### config.mk
export PLATFORM = sky130hd
export DESIGN_NAME = lf_edge_ctrl
export DESIGN_NICKNAME = d
export VERILOG_FILES = /design/src/rtl/lf_edge_pkg.sv /design/src/rtl/lf_interval_fifo.sv /design/src/rtl/lf_edge_ctrl.sv
export SDC_FILE = /design/constraint.sdc
export NUM_CORES = 1
export LEC_CHECK = 0
export CAP_MARGIN = 20
export CORE_MARGIN = 1.5
export CORE_UTILIZATION = 35
export DETAILED_ROUTE_END_ITERATION = 16
export GPL_TIMING_DRIVEN = 1
export MAX_ROUTING_LAYER = met4
export PLACE_DENSITY = 0.62
export SLEW_MARGIN = 30
export SYNTH_ARGS = -nofsm -noshare
export SYNTH_HDL_FRONTEND = slang
export SYNTH_SLANG_ARGS = --single-unit
### constraint.sdc
create_clock -name clk -period 4.2 [get_ports clk]
set_input_delay 0.42 -clock clk [delete_from_list [all_inputs] [get_ports clk]]
set_output_delay 0.42 -clock clk [all_outputs]
set_load 0.02 [all_outputs]
### src/rtl/lf_edge_pkg.sv
// Shared types and constants for the LF edge controller and its interval FIFO.
package lf_edge_pkg;

  typedef enum logic [1:0] {
    ST_IDLE = 2'd0,
    ST_CAL  = 2'd1,
    ST_RUN  = 2'd2,
    ST_LOST = 2'd3
  } state_t;

  localparam int REC_W   = 16;
  localparam int WIDTH_W = 15;
  localparam logic [WIDTH_W-1:0] WIDTH_MAX = 15'h7FFF;

  // Signal swing of the min/max tracker; an inverted pair (min > max) counts as no swing.
  function automatic logic [7:0] swing_of(input logic [7:0] max_v, input logic [7:0] min_v);
    logic [8:0] diff;
    diff = {1'b0, max_v} - {1'b0, min_v};
    return diff[8] ? 8'd0 : diff[7:0];
  endfunction

endpackage

### src/rtl/lf_interval_fifo.sv
// Two-entry record FIFO between the edge timestamper and the downstream decoder.
// A push into a full FIFO is accepted only when the head leaves in the same cycle;
// otherwise it is discarded and reported on drop.
module lf_interval_fifo
  import lf_edge_pkg::*;
#(
  parameter int W = REC_W
) (
  input  logic         clk,
  input  logic         rst,
  input  logic         push,
  input  logic [W-1:0] push_data,
  input  logic         pop,
  output logic         valid,
  output logic [W-1:0] data,
  output logic         full,
  output logic         drop
);

  logic [W-1:0] mem_reg [2];
  logic         wr_ptr_reg;
  logic         rd_ptr_reg;
  logic [1:0]   count_reg;
  logic         pop_ok;
  logic         push_ok;

  assign full    = (count_reg == 2'd2);
  assign valid   = (count_reg != 2'd0);
  assign data    = mem_reg[rd_ptr_reg];
  assign pop_ok  = pop & valid;
  assign push_ok = push & (~full | pop_ok);
  assign drop    = push & full & ~pop_ok;

  // Storage slots: each entry only loads when the write pointer selects it.
  for (genvar gi = 0; gi < 2; gi++) begin : g_entry
    always_ff @(posedge clk or posedge rst) begin
      if (rst) begin
        mem_reg[gi] <= '0;
      end else if (push_ok && (wr_ptr_reg == 1'(gi))) begin
        mem_reg[gi] <= push_data;
      end
    end
  end

  // Pointer and occupancy bookkeeping.
  always_ff @(posedge clk or posedge rst) begin
    if (rst) begin
      wr_ptr_reg <= 1'b0;
      rd_ptr_reg <= 1'b0;
      count_reg  <= 2'd0;
    end else begin
      if (push_ok) wr_ptr_reg <= ~wr_ptr_reg;
      if (pop_ok)  rd_ptr_reg <= ~rd_ptr_reg;
      case ({push_ok, pop_ok})
        2'b10:   count_reg <= count_reg + 2'd1;
        2'b01:   count_reg <= count_reg - 2'd1;
        default: count_reg <= count_reg;
      endcase
    end
  end

endmodule

### src/rtl/lf_edge_ctrl.sv
// Sequencer for lf_edge_detect: calibrates until the tracker shows enough swing,
// then timestamps detector edges into level/width records and watches for carrier loss.
module lf_edge_ctrl
  import lf_edge_pkg::*;
#(
  parameter int         CAL_CYCLES        = 1024,
  parameter int         TIMEOUT           = 4096,
  parameter logic [7:0] DEFAULT_THRESHOLD = 8'd127
) (
  input  logic              clk,
  input  logic              reset,
  input  logic              enable,
  input  logic [7:0]        cfg_threshold,
  input  logic [7:0]        cfg_min_swing,
  input  logic [7:0]        det_max,
  input  logic [7:0]        det_min,
  input  logic              edge_state,
  input  logic              edge_toggle,
  output logic [7:0]        lf_ed_threshold,
  output logic [1:0]        state,
  output logic              locked,
  output logic [REC_W-1:0]  interval_data,
  output logic              interval_valid,
  input  logic              interval_ready,
  output logic              overflow,
  output logic              lost
);

  localparam int                  CAL_W     = (CAL_CYCLES > 1) ? $clog2(CAL_CYCLES) : 1;
  localparam logic [CAL_W-1:0]    CAL_LAST  = CAL_W'(CAL_CYCLES - 1);
  localparam logic [WIDTH_W-1:0]  TIMEOUT_W = WIDTH_W'(TIMEOUT);

  state_t               state_reg;
  state_t               state_next;
  logic [CAL_W-1:0]     cal_cnt_reg;
  logic [WIDTH_W-1:0]   width_reg;
  logic                 first_edge_reg;
  logic [7:0]           thr_reg;
  logic                 overflow_reg;
  logic                 lost_reg;

  logic                 cal_done;
  logic                 swing_ok;
  logic                 timeout_hit;
  logic                 push;
  logic                 drop;
  logic                 full;
  logic [REC_W-1:0]     rec;

  assign cal_done    = (state_reg == ST_CAL) && (cal_cnt_reg == CAL_LAST);
  assign swing_ok    = (swing_of(det_max, det_min) >= cfg_min_swing);
  // A toggle in the same cycle always wins over the timeout.
  assign timeout_hit = (state_reg == ST_RUN) && !edge_toggle && (width_reg >= TIMEOUT_W);
  // The first edge after lock only marks a reference point; it closes no interval.
  assign push        = (state_reg == ST_RUN) && edge_toggle && !first_edge_reg;
  // edge_state is the new level, so the finished interval had the opposite level.
  assign rec         = {~edge_state, width_reg};

  // State register.
  always_ff @(posedge clk or posedge reset) begin
    if (reset) state_reg <= ST_IDLE;
    else       state_reg <= state_next;
  end

  // Next-state logic; dropping enable parks the controller from any state.
  always_comb begin
    state_next = state_reg;
    if (!enable) begin
      state_next = ST_IDLE;
    end else begin
      case (state_reg)
        ST_IDLE: state_next = ST_CAL;
        ST_CAL:  if (cal_done && swing_ok) state_next = ST_RUN;
        ST_RUN:  if (timeout_hit) state_next = ST_LOST;
        ST_LOST: state_next = ST_CAL;
        default: state_next = ST_IDLE;
      endcase
    end
  end

  // Outputs decoded from the registered state.
  always_comb begin
    locked          = (state_reg == ST_RUN);
    lf_ed_threshold = (state_reg == ST_RUN) ? thr_reg : DEFAULT_THRESHOLD;
  end

  // Calibration period counter: restarts on every CAL entry and after each failed check.
  always_ff @(posedge clk or posedge reset) begin
    if (reset) begin
      cal_cnt_reg <= '0;
    end else if (state_next == ST_CAL && state_reg != ST_CAL) begin
      cal_cnt_reg <= '0;
    end else if (state_reg == ST_CAL) begin
      cal_cnt_reg <= cal_done ? '0 : cal_cnt_reg + 1'b1;
    end
  end

  // Interval width counter, first-edge marker and threshold latched on lock.
  always_ff @(posedge clk or posedge reset) begin
    if (reset) begin
      width_reg      <= '0;
      first_edge_reg <= 1'b0;
      thr_reg        <= DEFAULT_THRESHOLD;
    end else if (state_reg == ST_CAL && state_next == ST_RUN) begin
      width_reg      <= '0;
      first_edge_reg <= 1'b1;
      thr_reg        <= cfg_threshold;
    end else if (state_reg == ST_RUN) begin
      if (edge_toggle) begin
        width_reg      <= WIDTH_W'(1);
        first_edge_reg <= 1'b0;
      end else if (width_reg != WIDTH_MAX) begin
        width_reg <= width_reg + 1'b1;
      end
    end
  end

  // Sticky status flags; a fresh start from IDLE clears them, recovery from LOST does not.
  always_ff @(posedge clk or posedge reset) begin
    if (reset) begin
      overflow_reg <= 1'b0;
      lost_reg     <= 1'b0;
    end else if (state_reg == ST_IDLE && state_next == ST_CAL) begin
      overflow_reg <= 1'b0;
      lost_reg     <= 1'b0;
    end else begin
      if (drop)                  overflow_reg <= 1'b1;
      if (state_next == ST_LOST) lost_reg     <= 1'b1;
    end
  end

  assign state    = state_reg;
  assign overflow = overflow_reg;
  assign lost     = lost_reg;

  lf_interval_fifo #(.W(REC_W)) u_fifo (
    .clk       (clk),
    .rst       (reset),
    .push      (push),
    .push_data (rec),
    .pop       (interval_valid & interval_ready),
    .valid     (interval_valid),
    .data      (interval_data),
    .full      (full),
    .drop      (drop)
  );

endmodule

==> flow_summary.json, run 1 <==
{
  "status": "completed",
  "power.switching_w": 0.000990,
  "avgSynthCellArea_um2": 10.3,
  "cts_buffer_depth": 2,
  "required_ns": 4.43,
  "route.met2.wl_mm": 4.30,
  "die_h_um": 114,
  "ant_nets": 0,
  "min_period_ns": 3.89,
  "clkPwrFrac_pct": 29.4,
  "path_clk_slew_ns": 0.06,
  "yosysSeqAreaShare_pct": 43.3,
  "relSlewSlack_pct": 39.4,
  "rsz0062_at_grt": "no",
  "diodes": 0,
  "vias": 3310,
  "path_max_fanout": 11,
  "crit_family": "compound AO/OA/AOI/OAI gates",
  "die_area_um2": 12900,
  "top_layer": "met4",
  "syn_nets": 480,
  "cts_setup_buffers": 0,
  "cts.sink_count": 74,
  "synth_cells": 417,
  "dr_wl_met3_um": 336,
  "ios": 68,
  "combPwrFrac_pct": 34.0,
  "grt_pass1_vias": 3349,
  "finalSetupViolCount": 0,
  "drc": 0,
  "whs_ns": 0.458,
  "yosys_warnings": 0,
  "min_path_type": "input port to asynchronous set/reset pin",
  "maxCapViolations": 0,
  "synth_edf_count": 0,
  "drive_gt1_share_pct": 20.6,
  "drt_wl_total_mm": 9.23,
  "cpPeakStageDelay_ns": 0.45,
  "r2r_slack_ns": 1.65,
  "synthToLayoutAreaGrowth_pct": 28.0,
  "gp_congestion": 0.859,
  "fin_nets": 552,
  "ys_types": 58,
  "cp_num_buf_inv": 3,
  "h-tree-depth": 3,
  "synthArstFlopShare_pct": 100,
  "register_area_um2": 1860,
  "crit_arrival_ns": 4.12,
  "slowest_stage": "clkdlybuf4s50_1",
  "dp.cells": 625,
  "grt_first_pass_wirelength_mm": 15.7,
  "port_buffers": 67,
  "period_share_pct": 92.6,
  "wl_per_cell_um": 14.4,
  "stdcell_count": 641,
  "p_leak_nw": 2.41,
  "ir_drop_v": 0.000228,
  "fp.dieW_um": 114,
  "hpwl_mm": 6.82,
  "wl_met1_mm": 4.44,
  "fin_util_pct": 45.7,
  "cts_resized": 0,
  "hold_violations": 0,
  "largest_reg_flops": 32,
  "grtUsageTotal_pct": 15.6,
  "internal-power_w": 0.00206,
  "cts_tree": "done",
  "sw_frac_of_total_pct": 32.5,
  "clkLatencyLatePin_ns": 0.33,
  "crit_chain": "clkdlybuf4s50_1 -> inv_1 -> ha_1 -> fa_1 -> nor2b_1 -> o21ai_0 -> nand2b_1 -> a22o_1 -> o41ai_4 -> nor3_1 -> ha_1 -> a211oi_1 -> o21ai_0 -> a211oi_1 -> nand2b_1 -> a21oi_4 -> buf_4 -> a2111oi_2",
  "via_per_inst": 5.16,
  "finClkSkew_ns": 0.00588,
  "multi_input_area_um2": 2250,
  "cts_buffers": 9,
  "p_seq_share_pct": 36.6,
  "critical_path_cell_count": 18,
  "n_fill_cell": 1137,
  "path_class": "input port to register",
  "drv_slew": 0,
  "fmax_ghz": 0.257,
  "power_w": 0.00305,
  "reg2reg_depth": 7,
  "synth-seq-cells": 74,
  "ys.flop_type": "dfrtp_1",
  "drt-initial-drc-count": 110,
  "start_kind": "input port",
  "power.density_nw_per_um2": 555,
  "start_util_pct": 35.7,
  "antenna_found_initial": 0,
  "cp-end-kind": "register",
  "ctsHoldBuffers": 0,
  "root_buffer": "clkbuf_16",
  "worst_pin_slew_ns": 0.906,
  "grt_max_degree": 32,
  "synth_area_um2": 4290,
  "coreArea_um2": 12000,
  "dr.pass1.iters": 4,
  "row_count": 40,
  "grt_overflow": 0
}
==> final timing paths <==
path                                   startpoint                   to
worst max register to register           state[0]    u_fifo.mem_reg[7]
worst min-delay path                        reset  u_fifo.count_reg[1]
worst min register to register  u_fifo.mem_reg[9]    u_fifo.mem_reg[9]
worst max-delay path                   det_max[0]        width_reg[12]
min in group clk                u_fifo.mem_reg[9]    u_fifo.mem_reg[9]
max in group asynchronous                   reset           thr_reg[1]
==> per-stage QoR <==
step | worst slack (ns) | cell area [µm²] | setup TNS, ns
5_1_grt | 0.0142 | 5490 | 0
6_report | 0.311 | 5490 | 0
3_3_place_gp | 0.0453 | 5140 | 0
2_1_floorplan | 0.741 | 4290 | 0
3_5_place_dp | -0.0430 | 5140 | -0.129
4_1_cts | 0.288 | 5490 | 0
==> cells in the mapped netlist (all sizes together), types with 3 or more instances <==
| library cell | n | area share [%] |
|---|---|---|
| nor3 | 14 | 2.0 |
| clkbuf | 7 | 0.61 |
| nand3 | 17 | 2.1 |
| a22o | 3 | 0.61 |
| nor2 | 33 | 3.1 |
| xnor2 | 8 | 1.6 |
| nand2b | 12 | 1.7 |
| a31o | 3 | 0.61 |
| ha | 24 | 7.0 |
| o21a | 4 | 0.70 |
| o21ai | 31 | 3.6 |
| a21oi | 18 | 2.5 |
| and2 | 8 | 1.3 |
| dfrtp | 67 | 39 |
| dfstp | 7 | 4.3 |
| buf | 9 | 1.3 |
| a211oi | 5 | 0.87 |
| or3 | 4 | 0.58 |
| a31oi | 7 | 1.4 |
| inv | 27 | 2.4 |
| nor2b | 7 | 1.0 |
| mux2 | 51 | 13 |
| nand2 | 20 | 1.7 |
| nand4 | 6 | 0.87 |
==> per-layer routing <==
layer	track usage, %	vias up
met1	20.0	1592
met4	5.33	0
met2	25.0	82
met3	2.82	14
met5	-	-
li1	-	1622
==> power by group through the flow <==
stage / combinational, W / clock (W) / sequential, W
2_1_floorplan: 0.000731 / 0 / 0.00105
3_3_place_gp: 0.00103 / 0 / 0.00112
3_5_place_dp: 0.00105 / 0 / 0.00112
4_1_cts: 0.00105 / 0.000912 / 0.00112
5_1_grt: 0.00115 / 0.000945 / 0.00115
6_report: 0.00104 / 0.000895 / 0.00112
==> placed cells by master (no fill, tap or decap), drive strengths merged, types with 3 or more instances in the layout <==
cell and n:
a211oi 5, a21oi 18, a22o 3, a31o 3, a31oi 7, and2 8, buf 10, bufinv 3
clkbuf 11, clkdlybuf4s50 67, dfrtp 67, dfstp 7, ha 24, inv 27, mux2 51, nand2 20
nand2b 12, nand3 17, nand4 6, nor2 33, nor2b 7, nor3 14, o21a 4, o21ai 31
or3 4, xnor2 8
==> final cells by class <==
type / count / share of cell area [%]
Timing Repair Buffer: 77 / 13.6
Multi-Input combinational cell: 300 / 40.9
Tap cell: 147 / 3.35
Clock buffer: 11 / 4.60
Clock inverter: 5 / 1.82
Sequential cell: 74 / 33.9
Inverter: 27 / 1.85
==> cell families after synthesis <==
kind of cell    Yosys count  share of synthesized area (%)
compound gates           84                           13.5
xor+xnor                 10                           2.04
fa+ha+maj                25                           7.46
buf+inv                  43                           4.28
flops                    74                           43.3
mux                      52                           13.6
simple gates            129                           15.8
(Power assumes the default switching activity.)
==> run 2, diff against run 1 <==
--- a/config.mk
+++ b/config.mk
@@ -6,12 +6,12 @@
 export NUM_CORES = 1
 export LEC_CHECK = 0
 export CAP_MARGIN = 20
-export CORE_MARGIN = 1.5
 export CORE_UTILIZATION = 35
 export DETAILED_ROUTE_END_ITERATION = 16
 export GPL_TIMING_DRIVEN = 1
 export MAX_ROUTING_LAYER = met4
 export PLACE_DENSITY = 0.62
+export SKIP_CTS_REPAIR_TIMING = 1
 export SLEW_MARGIN = 30
 export SYNTH_ARGS = -nofsm -noshare
 export SYNTH_HDL_FRONTEND = slang
==> run 2 against run 1 <==
Non-clock buffer count shrank 4. Sequential power is essentially flat. Largest cell class unchanged. Setup slack gained 0.029 ns. First-iteration DRC count grew 6.4%. Critical path depth shrank 1.
==> flow_summary.json, run 2 (synthesized netlist as in run 1, its figures left out) <==
{
  "die_area_um2": 12700,
  "relSlewSlack_pct": 38.4,
  "ir_drop_v": 0.000229,
  "drc": 0,
  "reg2reg_depth": 9,
  "crit_chain": "clkdlybuf4s50_1 -> inv_1 -> ha_1 -> fa_1 -> nor2b_1 -> o21ai_0 -> nand2b_1 -> a22o_1 -> o41ai_4 -> or2_2 -> ha_1 -> nor2b_1 -> o21ai_0 -> a211oi_2 -> nand2b_1 -> a21oi_4 -> mux2_2",
  "finalSetupTns_ns": 0,
  "hold_path_depth": 2,
  "cts_tree": "done",
  "power.density_nw_per_um2": 538,
  "path_max_fanout": 9,
  "cts_buffers": 9,
  "p_leak_nw": 2.37,
  "row_count": 40,
  "dp.cells": 621,
  "hold_violations": 0,
  "cts_buffer_depth": 2,
  "gp_congestion": 0.889,
  "clkLatencyLatePin_ns": 0.33,
  "cts.sink_count": 74,
  "rsz0062_at_grt": "no",
  "fin_area_um2": 5450,
  "port_buffers": 67,
  "fin_nets": 548,
  "synthToLayoutAreaGrowth_pct": 27.0,
  "start_util_pct": 35.9,
  "cp-end-kind": "register",
  "fmax_ghz": 0.259,
  "required_ns": 4.42,
  "rr_endpoint": "cal_cnt_reg[9]",
  "vias": 3187,
  "period_share_pct": 91.9,
  "fp.dieW_um": 113,
  "antenna_found_initial": 0,
  "ios": 68,
  "largest_reg_flops": 32,
  "grt_first_pass_wirelength_mm": 14.7,
  "root_buffer": "clkbuf_16",
  "start_kind": "input port",
  "coreArea_um2": 12000,
  "finalSetupViolCount": 0,
  "fin_util_pct": 45.6,
  "r2r_slack_ns": 1.89,
  "dr.pass1.iters": 4,
  "grt_pass1_vias": 3142,
  "wl_per_cell_um": 13.6,
  "maxCapViolations": 0,
  "finClkSkew_ns": 0.00904,
  "die_h_um": 113,
  "hold_end": "u_fifo.mem_reg[0]",
  "path_class": "input port to register",
  "grt_max_degree": 52,
  "worst_pin_slew_ns": 0.922,
  "grt_overflow": 0,
  "min_path_type": "register to register",
  "crit_arrival_ns": 4.08,
  "status": "completed",
  "cpPeakStageDelay_ns": 0.45,
  "cp_num_buf_inv": 2,
  "hpwl_mm": 6.40,
  "final_cell_mix": "67 x dfrtp_1, 67 x clkdlybuf4s50_1, 51 x mux2_2",
  "diodes": 0,
  "place_area_um2": 5120,
  "drt-initial-drc-count": 117,
  "min_from": "u_fifo.mem_reg[0]",
  "path_clk_slew_ns": 0.06,
  "grtUsageTotal_pct": 14.9,
  "min_period_ns": 3.86,
  "crit_family": "compound AO/OA/AOI/OAI gates",
  "ant_nets": 0,
  "h-tree-depth": 3,
  "via_per_inst": 5.00,
  "stdcell_count": 637,
  "regToRegStartpoint": "state[0]",
  "slowest_stage": "clkdlybuf4s50_1",
  "drive_gt1_share_pct": 20.4,
  "drv_slew": 0,
  "drt_wl_total_mm": 8.69
}
run 2: cell types whose count changed in the layout (fill, tap and decap cells not counted), sizes merged:
cell | before | now
bufinv | 3 | 1
buf | 10 | 6
clkinvlp | 0 | 2
run 2: how the worst max path moves through the flow:
stage,to,startpoint,slack (ns),cells past startpoint
3_3_place_gp,width_reg[12],det_max[0],0.07,18
5_1_grt,thr_reg[7],det_max[0],0.02,17
6_report,thr_reg[7],det_max[0],0.34,17
3_5_place_dp,width_reg[12],det_max[0],-0.09,18
2_1_floorplan,thr_reg[7],det_max[0],0.74,17
4_1_cts,width_reg[12],det_max[0],0.24,18
run 2: area by class of cell:
| class | count | area (µm²) |
|---|---|---|
| Inverter | 27 | 104 |
| Fill cell | 1153 | 6510 |
| Multi-Input combinational cell | 300 | 2260 |
| Tap cell | 147 | 184 |
| Clock inverter | 5 | 62.6 |
| Sequential cell | 74 | 1860 |
| Clock buffer | 11 | 253 |
| Timing Repair Buffer | 73 | 728 |
run 2: per-layer routing:
layer	track usage (%)	vias up	routed length, µm	part of all wire, %
li1	-	1618	-	-
met1	19.7	1499	4270	49
met2	22.8	63	3990	46
met3	3.59	7	330	3.8
met4	4.44	0	93	1.1
met5	-	-	0	0
run 2: report_power, final:
part	leakage (nW)	switching (W)	total, W	internal, W
registers	0.969	0.000190	0.00111	0.000921
clock network	0.148	0.000284	0.000778	0.000494
logic	1.25	0.000514	0.00104	0.000528
run 2: metrics by stage:
stage | hold slack, ns | power (W) | setup WS, ns
2_1_floorplan | 0.444 | 0.00178 | 0.741
3_3_place_gp | 0.456 | 0.00214 | 0.0722
3_5_place_dp | 0.464 | 0.00217 | -0.0920
4_1_cts | 0.478 | 0.00296 | 0.238
5_1_grt | 0.504 | 0.00313 | 0.0158
6_report | 0.474 | 0.00293 | 0.340
run 2: worst reg2reg max path, stage by stage (launching register included):
cell and delay, ns:
dfrtp_1 0.39, inv_1 0.11, ha_1 0.23, buf_4 0.23
nand2b_1 0.29, nor3_1 0.09, o21a_1 0.23, a21oi_2 0.40
o21ai_0 0.16, o41ai_1 0.08
